--- src/rtl/wb_arb_pkg.sv ---
// Shared types for the writeback write-port arbiter: register-file write request and widths.
package wb_arb_pkg;

    localparam int unsigned XLEN_C = 32;
    localparam int unsigned REG_AW = 5;

    typedef struct packed {
        logic [REG_AW-1:0] wa;
        logic [XLEN_C-1:0] d;
    } wr_req_t;

endpackage

--- src/rtl/wb_wrport_fifo.sv ---
// Circular pending-write buffer with dual push and single pop.
// WB_WRPORT_ARB_FWD_EN exposes storage and head pointer for forwarding lookups.
module wb_wrport_fifo
    import wb_arb_pkg::*;
#(
    parameter int unsigned DEPTH = 2
) (
    input  logic                       clk_i,
    input  logic                       rst_i,
    input  logic                       push0_i,
    input  wr_req_t                    push0_data_i,
    input  logic                       push1_i,
    input  wr_req_t                    push1_data_i,
    input  logic                       pop_i,
`ifdef WB_WRPORT_ARB_FWD_EN
    output wr_req_t [DEPTH-1:0]        mem_o,
    output logic [((DEPTH > 1) ? $clog2(DEPTH) : 1)-1:0] head_ptr_o,
`endif
    output wr_req_t                    head_o,
    output logic [$clog2(DEPTH+1)-1:0] count_o,
    output logic                       full_o,
    output logic                       empty_o
);
    localparam int unsigned CntW = $clog2(DEPTH + 1);
    localparam int unsigned PtrW = (DEPTH > 1) ? $clog2(DEPTH) : 1;

    wr_req_t [DEPTH-1:0] mem_q;
    logic [PtrW-1:0]     head_q, head_d, tail_q, tail_d, wr1_ptr;
    logic [CntW-1:0]     count_q, count_d;

    function automatic logic [PtrW-1:0] ptr_inc(input logic [PtrW-1:0] p);
        return (32'(p) == DEPTH - 1) ? '0 : p + 1'b1;
    endfunction

    always_comb begin
        head_d  = pop_i ? ptr_inc(head_q) : head_q;
        // Second push lands behind the first when both are present.
        wr1_ptr = push0_i ? ptr_inc(tail_q) : tail_q;
        tail_d  = tail_q;
        if (push0_i) tail_d = ptr_inc(tail_d);
        if (push1_i) tail_d = ptr_inc(tail_d);
        count_d = count_q + CntW'(push0_i) + CntW'(push1_i) - CntW'(pop_i);
    end

    always_ff @(posedge clk_i) begin
        if (rst_i) begin
            head_q  <= '0;
            tail_q  <= '0;
            count_q <= '0;
        end else begin
            head_q  <= head_d;
            tail_q  <= tail_d;
            count_q <= count_d;
        end
    end

    always_ff @(posedge clk_i) begin
        if (push0_i) mem_q[tail_q] <= push0_data_i;
        if (push1_i) mem_q[wr1_ptr] <= push1_data_i;
    end

    assign head_o  = mem_q[head_q];
    assign count_o = count_q;
    assign full_o  = (count_q == CntW'(DEPTH));
    assign empty_o = (count_q == '0);
`ifdef WB_WRPORT_ARB_FWD_EN
    assign mem_o      = mem_q;
    assign head_ptr_o = head_q;
`endif

endmodule

--- src/rtl/wb_wrport_arb.sv ---
// Shares the single rf_xpr write port between writeback lanes wb0 (older) and wb1 (younger).
// Define WB_WRPORT_ARB_FWD_EN to add the pending-write forwarding lookup (fwd_ra/fwd_hit/fwd_data).
module wb_wrport_arb
    import wb_arb_pkg::*;
#(
    parameter int unsigned XLEN  = XLEN_C,
    parameter int unsigned DEPTH = 2
) (
    input  logic                       CLK,
    input  logic                       RST,
    input  logic                       wb0_we,
    input  logic [REG_AW-1:0]          wb0_wa,
    input  logic [XLEN-1:0]            wb0_d,
    input  logic                       wb1_we,
    input  logic [REG_AW-1:0]          wb1_wa,
    input  logic [XLEN-1:0]            wb1_d,
`ifdef WB_WRPORT_ARB_FWD_EN
    input  logic [REG_AW-1:0]          fwd_ra,
    output logic                       fwd_hit,
    output logic [XLEN-1:0]            fwd_data,
`endif
    output logic                       stall,
    output logic [XLEN-1:0]            rf_xpr_wrt0_D,
    output logic [REG_AW-1:0]          rf_xpr_wrt0_WA,
    output logic                       rf_xpr_wrt0_WE,
    output logic [$clog2(DEPTH+1)-1:0] pend_cnt
);
    localparam int unsigned CntW = $clog2(DEPTH + 1);
    localparam int unsigned PtrW = (DEPTH > 1) ? $clog2(DEPTH) : 1;

    wr_req_t         req0, req1, first_req, head_req, push0_data;
    logic            v0, v1, push0, push1, pop, full, empty;
    logic [CntW-1:0] count;

    always_comb begin
        req0 = '{wa: wb0_wa, d: wb0_d};
        req1 = '{wa: wb1_wa, d: wb1_d};
        v0   = !RST && !full && wb0_we && (wb0_wa != '0);
        v1   = !RST && !full && wb1_we && (wb1_wa != '0);
        // Same destination in one pair: the younger lane's write is the only one that matters.
        if (v0 && v1 && (wb0_wa == wb1_wa)) v0 = 1'b0;
        first_req = v0 ? req0 : req1;
    end

    always_comb begin
        rf_xpr_wrt0_WE = 1'b0;
        rf_xpr_wrt0_WA = '0;
        rf_xpr_wrt0_D  = '0;
        if (!RST) begin
            if (!empty) begin
                rf_xpr_wrt0_WE = 1'b1;
                rf_xpr_wrt0_WA = head_req.wa;
                rf_xpr_wrt0_D  = head_req.d;
            end else if (v0 || v1) begin
                rf_xpr_wrt0_WE = 1'b1;
                rf_xpr_wrt0_WA = first_req.wa;
                rf_xpr_wrt0_D  = first_req.d;
            end
        end
    end

    // With an empty queue the first accepted write bypasses, so only the second is enqueued.
    always_comb begin
        pop        = !RST && !empty;
        push0      = empty ? (v0 && v1) : (v0 || v1);
        push0_data = empty ? req1 : first_req;
        push1      = !empty && v0 && v1;
    end

    assign stall    = full;
    assign pend_cnt = count;

`ifdef WB_WRPORT_ARB_FWD_EN
    wr_req_t [DEPTH-1:0] fifo_mem;
    logic [PtrW-1:0]     head_ptr;
    int unsigned         fwd_pos;

    // Scan the not-yet-written stream oldest to youngest; the last match is the youngest.
    always_comb begin
        fwd_hit  = 1'b0;
        fwd_data = '0;
        fwd_pos  = 0;
        if (!RST && (fwd_ra != '0)) begin
            for (int unsigned i = 1; i < DEPTH; i++) begin
                fwd_pos = 32'(head_ptr) + i;
                if (fwd_pos >= DEPTH) fwd_pos = fwd_pos - DEPTH;
                if ((i < 32'(count)) && (fifo_mem[fwd_pos[PtrW-1:0]].wa == fwd_ra)) begin
                    fwd_hit  = 1'b1;
                    fwd_data = fifo_mem[fwd_pos[PtrW-1:0]].d;
                end
            end
            if (!empty && v0 && (wb0_wa == fwd_ra)) begin
                fwd_hit  = 1'b1;
                fwd_data = wb0_d;
            end
            if (v1 && (!empty || v0) && (wb1_wa == fwd_ra)) begin
                fwd_hit  = 1'b1;
                fwd_data = wb1_d;
            end
        end
    end
`endif

    wb_wrport_fifo #(
        .DEPTH (DEPTH)
    ) u_fifo (
        .clk_i        (CLK),
        .rst_i        (RST),
        .push0_i      (push0),
        .push0_data_i (push0_data),
        .push1_i      (push1),
        .push1_data_i (req1),
        .pop_i        (pop),
`ifdef WB_WRPORT_ARB_FWD_EN
        .mem_o        (fifo_mem),
        .head_ptr_o   (head_ptr),
`endif
        .head_o       (head_req),
        .count_o      (count),
        .full_o       (full),
        .empty_o      (empty)
    );

endmodule

--- config.mk ---
export PLATFORM = sky130hd
export DESIGN_NAME = wb_wrport_arb
export DESIGN_NICKNAME = d
export VERILOG_FILES = /design/src/rtl/wb_arb_pkg.sv /design/src/rtl/wb_wrport_fifo.sv /design/src/rtl/wb_wrport_arb.sv
export SDC_FILE = /design/constraint.sdc
export NUM_CORES = 1
export LEC_CHECK = 0
export CAP_MARGIN = 20
export CORE_ASPECT_RATIO = 1.5
export CORE_MARGIN = 4
export CORE_UTILIZATION = 35
export DETAILED_ROUTE_END_ITERATION = 8
export GPL_TIMING_DRIVEN = 0
export MAX_ROUTING_LAYER = met4
export PLACE_DENSITY_LB_ADDON = 0.05
export SLEW_MARGIN = 20
export SYNTH_ARGS = -nofsm -noshare
export SYNTH_HDL_FRONTEND = slang
export SYNTH_SLANG_ARGS = --single-unit
export TNS_END_PERCENT = 100
--- constraint.sdc ---
create_clock -name CLK -period 3.41 [get_ports CLK]
set_input_delay 0.5115 -clock CLK [delete_from_list [all_inputs] [get_ports CLK]]
set_output_delay 0.5115 -clock CLK [all_outputs]
set_load 0.02 [all_outputs]
* After elaboration in Yosys (flattened, before gate mapping)
Cells that the tools add are included.
** Storage, ports and cells
- Flip-flop bits (word level) :: 78
- Bits of input ports :: 78
- Output and inout port bits :: 41
- Logic and storage cells :: 68
** Operators by class
- $add $sub $neg :: 6
- Magnitude comparators :: 5
- Equality and inequality tests :: 2
- Mux-type cells :: 28
- Reduce and logical (&&, ||, !) cells :: 20
** Operators by type and width (count)
- $mux 37 :: 6
- $bwmux 74 :: 2
- $mux 74 :: 2
- $mux 32 :: 3
- $demux 37 s1 :: 2
- $mux 5 :: 3
- $logic_and 1x1->1 :: 13
- $mux 1 :: 10
- $reduce_bool 5->1 :: 2
- $lt 1x2->1 const B :: 3
- $eq 5x5->1 :: 1
- $add 2x1->2 :: 2
- $add 1x1->1 const B :: 3
- $logic_not 1->1 :: 3
- $eq 2x2->1 const B :: 1
- $ge 1x1->1 const B :: 2
- $logic_not 2->1 :: 1
- $sub 2x1->2 :: 1
- $logic_or 1x1->1 :: 1

* Longest topological paths before layout
Gate-level depths: netlist of run 1.
- Depth after elaboration :: 17
- Depth in mapped cells :: 11
- Gate-level depth less buffers :: 10

* Hierarchy
Synthesis of run 1 repeated with hierarchy kept, for this count alone.
** Second synthesis, totals
- Cell total of the unflattened synthesis :: 558
- Area, all modules :: 5505.3 µm²
** Modules (own cells, without submodules)
- wb_wrport_fifo :: times used 1, cells an instance 318, area an instance 3739.8 µm², sequential area each 1561.5 µm²
- wb_wrport_arb :: times used 1, cells an instance 240, area an instance 1765.4 µm², sequential area each 0.0 µm²

* Worst setup path before layout of run 1
Ideal clock, no wire load.
- Kind :: input-to-output
- Start point :: in wb1_wa[3]
- End point :: out rf_xpr_wrt0_WA[3]
- Arrival time :: 2.505 ns
- Data required time :: 2.898 ns
- Setup slack :: 0.394 ns
- Cell stages on the path :: 9
- Buffers on the path :: 4
- Cell sequence :: clkbuf_1 > xor2_1 > or3_1 > clkbuf_1 > o21a_1 > buf_4 > buf_4 > mux2i_1 > o22ai_1
** On the way
- Word-level cells in the longest chain between the ends :: 9
- Elaborated cells between the ends (all ways) :: 11
- Those cells by class :: eq/ne (1); mux (5); reduce/logical (5)
** Ends and longest elaborated chain
- from (decl) :: RTL line wb_wrport_arb.sv:15 : input logic [REG_AW-1:0] wb1_wa,
- $reduce_bool 5->1 :: RTL line wb_wrport_arb.sv:39 : v1 = !RST && !full && wb1_we && (wb1_wa != '0);
- $logic_and 1x1->1 :: RTL line wb_wrport_arb.sv:39
- $logic_and 1x1->1 (2 in a row) :: RTL line wb_wrport_arb.sv:41 : if (v0 && v1 && (wb0_wa == wb1_wa)) v0 = 1'b0;
- $mux 1 :: RTL line wb_wrport_arb.sv:41
- $mux 37 / $logic_or 1x1->1 (equally long branches) :: RTL line wb_wrport_arb.sv:42, wb_wrport_arb.sv:54
- $mux 5 (*) :: RTL line wb_wrport_arb.sv:54 : end else if (v0 || v1) begin
- $mux 5 (*) :: RTL line wb_wrport_arb.sv:50 : if (!empty) begin
- $mux 5 (*) :: RTL line wb_wrport_arb.sv:49 : if (!RST) begin
- to (decl) :: RTL line wb_wrport_arb.sv:24 : output logic [REG_AW-1:0] rf_xpr_wrt0_WA,
Mark *: on every way between the ends. The rest lies on a longest branch, timed or not.

* Worst setup path in the final report of run 1
- Start point :: in wb0_wa[3]
- End point :: out rf_xpr_wrt0_D[5]
** On the way
- Word-level cells in the longest chain between the ends :: 9
- Elaborated cells between the ends (all ways) :: 11
- Those cells by class :: eq/ne (1); mux (5); reduce/logical (5)
** Ends and longest elaborated chain
- from (decl) :: RTL line wb_wrport_arb.sv:12 : input logic [REG_AW-1:0] wb0_wa,
- $reduce_bool 5->1 :: RTL line wb_wrport_arb.sv:38 : v0 = !RST && !full && wb0_we && (wb0_wa != '0);
- $logic_and 1x1->1 :: RTL line wb_wrport_arb.sv:38
- $logic_and 1x1->1 (2 in a row) :: RTL line wb_wrport_arb.sv:41
- $mux 1 (*) :: RTL line wb_wrport_arb.sv:41
- $mux 37 / $logic_or 1x1->1 (equally long branches) :: RTL line wb_wrport_arb.sv:42, wb_wrport_arb.sv:54
- $mux 32 (*) :: RTL line wb_wrport_arb.sv:54
- $mux 32 (*) :: RTL line wb_wrport_arb.sv:50
- $mux 32 (*) :: RTL line wb_wrport_arb.sv:49
- to (decl) :: RTL line wb_wrport_arb.sv:23 : output logic [XLEN-1:0] rf_xpr_wrt0_D,
Marks and branches as above.

==> results of run 1 <==
area by class of cell:
type,instances,area [um2]
inverter,54,203
multi-input combinational,331,2630
clock inverter,6,61.3
tap,159,199
fill,1291,6780
sequential,78,1560
timing repair buffer,120,1050
buffer,38,236
clock buffer,10,229
logic make-up after synthesis:
family / after synthesis / synth area share, %
adders and majority gates: 2 / 0.708
buffers and inverters: 95 / 9.43
DFF: 78 / 34.0
xor gates and xnor gates: 6 / 1.14
muxes: 77 / 16.8
AOI/OAI and AO/OA: 139 / 27.4
and+or+nand+nor: 107 / 10.5
flip-flops by register name, indices dropped and copies added (netlist names):
name and flops:
u_fifo.count_o 2, u_fifo.head_q 1, u_fifo.mem_q 74, u_fifo.tail_q 1
placed cells by master (no fill, tap or decap), types with 3 or more instances in the layout:
cell,n
nor2_1,80
dfxtp_1,78
mux2i_1,76
clkdlybuf4s50_1,71
a221o_1,65
inv_1,53
o22ai_1,37
buf_2,30
dlygate4sd2_1,21
clkbuf_1,10
clkbuf_16,9
buf_6,8
buf_4,8
nand2b_1,7
a221oi_1,7
clkbuf_2,6
xnor2_1,5
nand2_1,4
o2111ai_2,3
clkinv_2,3
worst max-delay path by stage:
stage                     slack [ns]                end  depth (start not counted)
after detailed placement       -1.22  rf_xpr_wrt0_D[30]                          8
final                           0.08   rf_xpr_wrt0_D[5]                          8
after floorplan                 0.39  rf_xpr_wrt0_WA[3]                          9
after global routing           0.004  rf_xpr_wrt0_D[11]                          9
after global placement         -1.20  rf_xpr_wrt0_D[30]                          8
after CTS                     -0.003  rf_xpr_wrt0_D[30]                         10
routing by layer:
layer | routed length [um] | vias up | part of all wire (%) | global-route usage [%]
li1 | - | 2134 | - | -
met1 | 6730 | 2173 | 44 | 26.0
met2 | 7620 | 114 | 50 | 35.2
met4 | 170 | 0 | 1.1 | 6.19
met5 | 0 | - | 0 | -
met3 | 615 | 10 | 4.1 | 2.96
per-stage QoR:
stage,cells,power (mW)
3_3_place_gp,779,3.80
2_1_floorplan,504,3.06
4_1_cts,797,4.73
5_1_grt,796,5.00
3_5_place_dp,779,3.84
6_report,796,4.70
report_power, final:
group | leakage [nW] | internal, mW | switching (mW)
Combinational | 1.88 | 1.04 | 1.07
Sequential | 0.653 | 1.38 | 0.256
Clock | 0.143 | 0.566 | 0.392
Total | 2.67 | 2.99 | 1.71
repair_timing:
| action | CTS | global route |
|---|---|---|
| buffers inserted | 4 | 0 |
| endpoints found under the setup margin | 39 | 36 |
| gates cloned | 0 | 0 |
| pin swaps | 1 | 3 |
| gates resized for setup | 119 | 14 |
tightest hold or removal path, stage by stage (launching register included):
cell      delay (ns)
dfxtp_1         0.31
inv_1           0.05
a221oi_1        0.06
==> results.cfg, run 1 <==
[placed_design]
hpwl_mm = 10.7
gp_congestion = 0.844
pre_cts_slack_ns = -1.22
io_buffers = 116
placed_area_mm2 = 0.00595

[die]
die_x_um = 102
rows = 51
io-pin-count = 119
die-area_mm2 = 0.0151
initial_core_util_pct = 35.4
die_h_um = 148
core-area_mm2 = 0.0130

[global_route]
antenna_found_initial = 0
grt_start_max_net_pins = 14
grt_overflow_total = 0
grt_pass1_wl_mm = 24.4
grt_usage_pct = 21.0
grt_pass1_vias = 4624

[clock_tree]
ctsRootBufferMaster = clkbuf_16
cts.sinks = 78
cts.hold.buffers_added = 0
clockBufferDepth = 2
cts_buffers = 9
cts_tree = built
insertion_delay_ns = 0.34
cts.clk_slew.worst_paths_ns = 0.07
htree_levels = 3

[worst_setup_path]
cp_num_buf_inv = 3
critPathMaxFanout = 10
critical_path.reg2reg.startpoint = u_fifo.count_o[0]$_SDFF_PP0_
reg2reg_depth = 10
r2r-end = u_fifo.count_o[1]$_SDFF_PP0_
path_cells = dlygate4sd2_1, or4_4, o211a_2, o21a_1, clkbuf_4, mux2i_1, o22ai_1, dlygate4sd2_1
max_stage_delay_ns = 0.58
critical_path_class = in2out
rrSetupSlack_ns = 0.50
worstSetupStartpoint = wb0_wa[3]
cpMostUsedCell = dlygate4sd2_1
end_kind = output pin
crit_family = buffers and inverters
critical_path_required_ns = 2.90
cp_data_arrival_time_ns = 2.82
crit_slowest_cell = or4_4
start_kind = input port

[synthesis]
synth_edf_count = 0
ys_types = 51
syn_inst = 504
syn-num-nets = 584
synth_area_leaders = dfxtp_1 (34%), mux2i_1 (17%), a221o_1 (14%)
yosys.cell_count.top_type = nor2_1
synth-seq-cells = 78
synthArstFlopShare_pct = 0
avgSynthCellArea_um2 = 9.11
synth_top_cell_area_share_pct = 34.0
synth_common_cells = nor2_1 (80), dfxtp_1 (78), mux2i_1 (76), a221o_1 (65), inv_1 (54)
synth_top_area_cell = dfxtp_1
ys_warn_count = 0
synthFlopType = dfxtp_1
syn_area_mm2 = 0.00459
ys_seq_area_share_pct = 34.0

[sta]
rsz0062_at_grt = no
finalClockSkew_ns = 0.00594
period_share_pct = 97.8
finalSetupViolations = 0
slew_viol_final = 0
fmax_mhz = 300
hold_viol = 0
tns_ns = 0
holdWs_ns = 0.473
slew_headroom_pct = 40.6
setup_ws_ns = 0.0752
period_minus_slack_ns = 3.33
worst_pin_slew_ns = 0.891

[pwr]
power_density_mw_per_mm2 = 762
p_leak_nw = 2.67
ir_worst_vdd_mv = 0.266

[finish]
fin_area_mm2 = 0.00617
synthToLayoutAreaGrowth_pct = 34.4
final_util_pct = 47.6
drive_gt1_share_pct = 14.3
antenna_cells = 0
layout.nets = 712

[min_path]
hp-class = reg2reg
min_to = u_fifo.mem_q[27]$_DFF_P_
hold_start = u_fifo.mem_q[27]$_DFF_P_
hold_depth = 2

[run]
max_cap_viol_count = 0

[drt]
ant_nets = 0
drc = 0
routedWlPerCell_um = 19.0
via_per_inst = 5.57
first_pass_iters = 4
dr.first_iter.drc_count = 163
vias = 4431
drt_wl_total_mm = 15.1

[run_status]
run_status = complete, no violations
Note: power is estimated with default switching activity, not from simulation.
==> run 2: changes to the inputs <==
Settings changed: TNS_END_PERCENT 100 to not set.
==> results of run 2 <==
No change in the layout: final DEF, timing and power equal those of run 1.
